**src/rtl/fft_unload8.sv**
```systemverilog
// Ping-pong unload buffer: one parallel 8-point FFT frame in, one sample/cycle out.
// FFT_UNLOAD_BITREV_EN selects natural-order readout; undefined keeps core order.
module fft_unload8 #(
  parameter int DATA_WD = 16
) (
  input  logic                   clk,
  input  logic                   rst,
  input  logic                   frm_val_i,
  output logic                   frm_rdy_o,
  input  logic [8*2*DATA_WD-1:0] frm_dat_i,
  output logic                   out_val_o,
  input  logic                   out_rdy_i,
  output logic [DATA_WD-1:0]     out_re_o,
  output logic [DATA_WD-1:0]     out_im_o,
  output logic [2:0]             out_idx_o,
  output logic                   out_last_o
);

  localparam int SW = 2 * DATA_WD;

  logic [SW-1:0] bank_q [2][8];
  logic [1:0]    cnt_q, cnt_d;
  logic          wr_ptr_q, wr_ptr_d;
  logic          rd_ptr_q, rd_ptr_d;
  logic [2:0]    rd_idx_q, rd_idx_d;

  logic          accept;
  logic          xfer;
  logic          rel;
  logic [2:0]    slot;
  logic [SW-1:0] word;

  assign frm_rdy_o = (cnt_q != 2'd2) && !rst;
  assign accept    = frm_val_i && frm_rdy_o;
  assign out_val_o = (cnt_q != 2'd0);
  assign xfer      = out_val_o && out_rdy_i;
  assign rel       = xfer && (rd_idx_q == 3'd7);

`ifdef FFT_UNLOAD_BITREV_EN
  // Core emits bit-reversed order; undo it on readout.
  assign slot = {rd_idx_q[0], rd_idx_q[1], rd_idx_q[2]};
`else
  assign slot = rd_idx_q;
`endif

  assign word       = bank_q[rd_ptr_q][slot];
  assign out_re_o   = word[SW-1:DATA_WD];
  assign out_im_o   = word[DATA_WD-1:0];
  assign out_idx_o  = rd_idx_q;
  assign out_last_o = out_val_o && (rd_idx_q == 3'd7);

  always_comb begin
    cnt_d    = cnt_q;
    wr_ptr_d = wr_ptr_q;
    rd_ptr_d = rd_ptr_q;
    rd_idx_d = rd_idx_q;
    if (accept) wr_ptr_d = ~wr_ptr_q;
    if (xfer)   rd_idx_d = rd_idx_q + 3'd1;
    if (rel)    rd_ptr_d = ~rd_ptr_q;
    unique case ({accept, rel})
      2'b10:   cnt_d = cnt_q + 2'd1;
      2'b01:   cnt_d = cnt_q - 2'd1;
      default: cnt_d = cnt_q;
    endcase
  end

  always_ff @(posedge clk) begin
    if (rst) begin
      cnt_q    <= '0;
      wr_ptr_q <= 1'b0;
      rd_ptr_q <= 1'b0;
      rd_idx_q <= '0;
      for (int b = 0; b < 2; b++)
        for (int s = 0; s < 8; s++)
          bank_q[b][s] <= '0;
    end else begin
      cnt_q    <= cnt_d;
      wr_ptr_q <= wr_ptr_d;
      rd_ptr_q <= rd_ptr_d;
      rd_idx_q <= rd_idx_d;
      if (accept)
        for (int s = 0; s < 8; s++)
          bank_q[wr_ptr_q][s] <= frm_dat_i[s*SW +: SW];
    end
  end

endmodule

```
**config.mk**
```make
export PLATFORM = sky130hd
export DESIGN_NAME = fft_unload8
export DESIGN_NICKNAME = d
export VERILOG_FILES = /design/src/rtl/fft_unload8.sv
export SDC_FILE = /design/constraint.sdc
export NUM_CORES = 1
export LEC_CHECK = 0
export BUFFER_PORTS_ARGS = -buffer_cell sky130_fd_sc_hd__buf_2
export CAP_MARGIN = 20
export CORE_UTILIZATION = 37
export CTS_CLUSTER_DIAMETER = 120
export DETAILED_ROUTE_END_ITERATION = 16
export SLEW_MARGIN = 10
export SYNTH_ARGS = -nofsm -noshare
export SYNTH_HDL_FRONTEND = slang
export SYNTH_SLANG_ARGS = --single-unit
```
**constraint.sdc**
```tcl
create_clock -name clk -period 8.8 [get_ports clk]
set_input_delay 1.76 -clock clk [delete_from_list [all_inputs] [get_ports clk]]
set_output_delay 1.76 -clock clk [all_outputs]
set_load 0.03 [all_outputs]
```
# ---- After elaboration in Yosys (flattened, before gate mapping)
# Memory sizes are Yosys's and may differ from the RTL's. A register that Yosys moved wholly into a read port is not among the register bits.
# Cells that the tools add are included.
dict set report word_totals {
  elab_cells 39
  ramBits 512
  memories 1
  output_inout_bits 38
  reg_bits 7
}
dict set report classes {
  n_mux 14
  magnitude_cmp 1
  add_sub_neg 3
  n_eq_ne 4
  reduce_logical 9
  bitwise_logic 3
}
# name depth width rd rd_clocked_by_memory_dff write_ports line
set memory_table {}
lappend memory_table {bank_q 2 256 1 1 2 21} ;# logic [SW-1:0] bank_q [2][8];
# op n
set ops {}
lappend ops {{$mux W256} 1}
lappend ops {{$reduce_or A256 Y1} 1}
lappend ops {{$bmux W32 S3} 1}
lappend ops {{$mux W32} 2}
lappend ops {{$mux W1} 9}
lappend ops {{$logic_and A1 B1 Y1} 5}
lappend ops {{$ge A4 B4 Y1 const B} 1}
lappend ops {{$not A3 Y4} 1}
lappend ops {{$pmux W2 S2} 1}
lappend ops {{$reduce_bool A2 Y1} 2}
lappend ops {{$add A3 B1 Y3 const B} 1}
lappend ops {{$eq A3 B3 Y1 const B} 1}
lappend ops {{$add A2 B1 Y2 const B} 1}
lappend ops {{$eq A2 B1 Y1 const B} 1}
lappend ops {{$eq A2 B2 Y1 const B} 1}
lappend ops {{$ne A2 B2 Y1 const B} 1}
lappend ops {{$not A1 Y1} 2}
lappend ops {{$sub A2 B1 Y2 const B} 1}
lappend ops {{$logic_not A1 Y1} 1}

# ---- Logic depth before layout (Yosys ltp)
dict set report depth {
  word_depth 8
  ltp_mapped 8
  ltp_nobuf 8
}

# ---- Least setup slack after synthesis
# Ideal clock, no wire load.
dict set report synth_timing {
  path_kind {input -> register}
  start {input port frm_val_i}
  end {memory bank_q[1][0] (netlist bit), enable pin}
  arrival_time_ns 6.878
  setup_slack_ns 1.338
  stages 4
  setup_time_ns 0.584
  path_cell_list {inv_1 -> nor3_4 -> clkbuf_1 -> a21o_1}
}
# item line
set synth_lines {}
lappend synth_lines {{start: declaration} 8} ;# input logic frm_val_i,
lappend synth_lines {{end: declaration} 21}

# ---- Final worst setup path
dict set report layout_timing {
  start {register rd_idx_q[0], in the netlist out_idx_o[0]}
  end {output port out_re_o[5]}
}
dict set report layout_between {
  elab_chain_len 4
}
# item line
set layout_rtl {}
lappend layout_rtl {{start: declaration} 25} ;# logic [2:0] rd_idx_q, rd_idx_d;
lappend layout_rtl {{start signal: assignment} 80} ;# rd_idx_q <= rd_idx_d;
lappend layout_rtl {{$not A3 Y4 (implied by the code)} 46} ;# assign word = bank_q[rd_ptr_q][slot];
lappend layout_rtl {{$bmux W32 S3} 46}
lappend layout_rtl {{$mux W32 (implied by the code) (2 in series)} 46}
lappend layout_rtl {{end: declaration} 13} ;# output logic [DATA_WD-1:0] out_re_o,
# No other way between the ends. The select of a mux whose other input is x is not followed.

==> impl_results.rst <==
.. list-table::
   :header-rows: 1

   * - Metric
     - Value
   * - Outcome
     - finished clean
   * - Clock latency at the later pin of the worst-skew pair
     - 600 ps
   * - Clock-pin transition on the worst setup and hold timing paths
     - 60 ps
   * - Die width
     - 251.2 um
   * - Total clock buffers created by CTS
     - 56
   * - Sequential-to-total area share from yosys stat
     - 0.6762
   * - Clock root buffer
     - sky130_fd_sc_hd__clkbuf_16
   * - Std-Cell Core Area
     - 60810 um2
   * - Yosys cell types
     - 30
   * - Slew at the pin closest to its max-slew limit
     - 1172 ps
   * - Count of pins on the block boundary
     - 298
   * - Reg-to-Reg Start
     - cnt_q[0]
   * - # DRC
     - 0
   * - Final total power
     - 0.005632 W
   * - Yosys warning total
     - 0
   * - HPWL reported at the end of detailed placement
     - 35100 um
   * - Via-to-Cell Ratio
     - 5.151
   * - Part of the power in the clock network
     - 0.387
   * - Post-synthesis instance total
     - 1397
   * - Total of flip-flops plus latches after synthesis
     - 520
   * - Proportion of layout cells with a drive suffix above 1
     - 0.3070
   * - Routability congestion estimate from global placement
     - 0.7643
   * - Via count
     - 12892
   * - Overall overflow remaining after global route
     - 0
   * - Biggest fanout along the worst timing path
     - 75
   * - Post-detailed-routing wire length
     - 58730 um
   * - Class of the most critical hold timing path
     - register to register
   * - FF-to-FF path depth
     - 5
   * - Count of flip-flops with a built-in enable after synthesis
     - 512
   * - Tcrit/Tclk final
     - 0.5881
   * - Final Net Count
     - 1927
   * - Switch share
     - 0.2272
   * - Drt wl/cell
     - 23.46 um
   * - Worst max-slew margin expressed relative to the limit
     - 0.2185
   * - Pre-Repair DR Iteration Count
     - 5
   * - Combinational Power Share
     - 0.087
   * - Synthesis-to-finish area growth
     - 17.00%
   * - Worst ir drop on vdd
     - 0.0001471 V
   * - Final Skew
     - 20.12 ps
   * - Maxcap violations
     - 0
   * - Hold buffer count at CTS
     - 0
   * - DRC violation total after the first TritonRoute iteration
     - 1038
   * - Number of global-route vias before repair
     - 13287
   * - Leak pwr
     - 10.16 nW
   * - Top post-synthesis cells by area
     - sky130_fd_sc_hd__edfxtp_1 67%, sky130_fd_sc_hd__and2_1 13%, sky130_fd_sc_hd__mux4_2 13%, sky130_fd_sc_hd__a22oi_1 2.1%, sky130_fd_sc_hd__and3_1 0.87%
   * - Total global routing track utilization
     - 0.1868
   * - Die Ht
     - 251.2 um
   * - Critical path startpoint
     - out_idx_o[0]
   * - Type of element launching the critical path
     - register
   * - Total negative setup slack
     - 0 ps
   * - CTS tree
     - done
   * - Share of the core filled with cells in the final layout
     - 0.4420
   * - Sequential fraction of design power
     - 0.526
   * - Top-area cell type share of the netlist area
     - 0.6692
   * - Number of fillers in the final layout
     - 5411
   * - Maximum number of pins on one net before global-route repair
     - 259
   * - RSZ-0062 raised after global routing
     - no
   * - Most repeated cell in the gate-level netlist after synthesis
     - sky130_fd_sc_hd__edfxtp_1
   * - Buffers on Ports
     - 297
   * - Critical hold path startpoint
     - rd_ptr_q
   * - Number of antenna violations at the first check in global routing
     - 39
   * - Type of the worst setup path
     - register to output port
   * - Internal reg-to-reg setup slack
     - 5120 ps
   * - Total number of clock tree sinks
     - 520
   * - Cell-internal power
     - 0.004352 W
   * - Synth cell count leaders
     - 512 x sky130_fd_sc_hd__edfxtp_1, 482 x sky130_fd_sc_hd__and2_1, 128 x sky130_fd_sc_hd__mux4_2
   * - Post-Syn Nets
     - 1660
   * - Worst hold path stage count
     - 2
   * - Number of setup buffers added after CTS
     - 0
   * - Final setup vio count
     - 0
   * - Global-route wire length before repair
     - 86310 um
   * - Initial standard-cell utilization of the core
     - 0.3778
   * - Hold Path Sink
     - rd_ptr_q
   * - Fin. Hold Viols
     - 0
   * - Syn avg cell area
     - 16.44 um2
   * - Cell Pwr Density
     - 209.5 nW/um2
   * - CP arrival
     - 3420 ps
   * - Max clock buf depth
     - 3
   * - Final ANT Viol Nets
     - 0
   * - Cell accounting for the most synthesized area
     - sky130_fd_sc_hd__edfxtp_1
   * - H-tree levels
     - 2
   * - Die area
     - 63090 um2
   * - Highest clock frequency the design can meet
     - 193.2 MHz
   * - Resized cells post-CTS
     - 0
   * - Share of async-settable or async-resettable flops after synthesis
     - 0
   * - Reported net switching power
     - 0.001280 W
   * - Total count of max-transition violations in the final report
     - 0
   * - Site Rows
     - 90
   * - Top_reg_cell synth
     - sky130_fd_sc_hd__edfxtp_1
   * - Data required time at the worst endpoint
     - 7040 ps
   * - Post-layout min period
     - 5175 ps
   * - Kind of capture point of the worst setup path
     - output port
   * - Summed instance area of the synthesized netlist
     - 22970 um2
   * - Terminus of the critical flop-to-flop path
     - bank_q[0][41]
==> through the flow <==
step	hold slack [ps]	instance area, um2	cells	setup slack [ps]
after CTS	514.9	26840	2489	3490
after floorplan	472.5	22970	1397	1338
after detailed placement	493.8	25180	2388	3337
after global placement	486.2	25180	2388	3385
after global routing	562.0	26860	2495	3356
final	507.9	26880	2503	3625
==> flip-flops by register name (all words and copies together), names as in the netlist, named ones only <==
name	cells
bank_q	512
rd_ptr_q	1
cnt_q	2
out_idx_o	3
wr_ptr_q	1
==> cell usage in the layout (no fill, tap or decap), types with 6 or more instances in the layout <==
cell                          n
sky130_fd_sc_hd__edfxtp_1   512
sky130_fd_sc_hd__and3_1      32
sky130_fd_sc_hd__nor2_1       7
sky130_fd_sc_hd__buf_4       10
sky130_fd_sc_hd__mux4_2     128
sky130_fd_sc_hd__clkinv_2    10
sky130_fd_sc_hd__diode_2     14
sky130_fd_sc_hd__clkbuf_1    11
sky130_fd_sc_hd__nand2_1     32
sky130_fd_sc_hd__and2_1     481
sky130_fd_sc_hd__clkbuf_16   57
sky130_fd_sc_hd__a22oi_1     64
sky130_fd_sc_hd__buf_2      297
sky130_fd_sc_hd__clkinv_1    20
sky130_fd_sc_hd__dfxtp_1      6
==> worst max path at each step <==
stage / cells after the start / endpoint
final: 5 / out_re_o[5]
after floorplan: 4 / bank_q[1][0]
after detailed placement: 5 / bank_q[0][41]
after global routing: 5 / out_im_o[12]
after global placement: 5 / bank_q[0][41]
after CTS: 5 / out_re_o[4]
==> power by group through the flow <==
stage | registers [W] | clock network (W) | logic, W
finish | 0.00296 | 0.00218 | 0.000488
global route | 0.00298 | 0.00233 | 0.000530
CTS | 0.00297 | 0.00224 | 0.000497
detailed placement | 0.00302 | 0 | 0.000495
global placement | 0.00301 | 0 | 0.000488
floorplan | 0.00301 | 0 | 0.000309
==> kinds of logic after synthesis <==
family,Yosys count,share of synthesized area
AO/OA/AOI/OAI,72,0.02336
XOR/XNOR,4,0.001525
adder cells (fa/ha/maj),3,0.001634
buffers and inverters,106,0.02102
flip-flops,520,0.6762
multiplexers,130,0.1264
AND/OR/NAND/NOR,562,0.1499
==> cell type report <==
class	count	area (um2)	share of cell area
inverter	3	11.26	0.0004189
multi-input combinational	771	6990	0.2601
timing repair buffer	312	1662	0.06182
tap	782	978.4	0.03640
clock inverter	33	192.7	0.007168
sequential	520	15540	0.5782
clock buffer	68	1468	0.05460
antenna	14	35.03	0.001303
==> critical path, stage by stage, from the launching register on <==
cell                      delay (ps)
sky130_fd_sc_hd__dfxtp_4         960
sky130_fd_sc_hd__buf_12          460
sky130_fd_sc_hd__mux4_2          390
sky130_fd_sc_hd__a22oi_1         510
sky130_fd_sc_hd__nand2_1         150
sky130_fd_sc_hd__buf_2           210
==> layer usage <==
layer  track usage  up-vias  part of all wire
met2        0.2793      365              0.45
met5             0        -            0.0051
li1              -     5812                 -
met3       0.06720      117             0.091
met4       0.04704       46             0.019
met1        0.2583     6552              0.43
No activity file was read; power rests on OpenSTA's default activity.
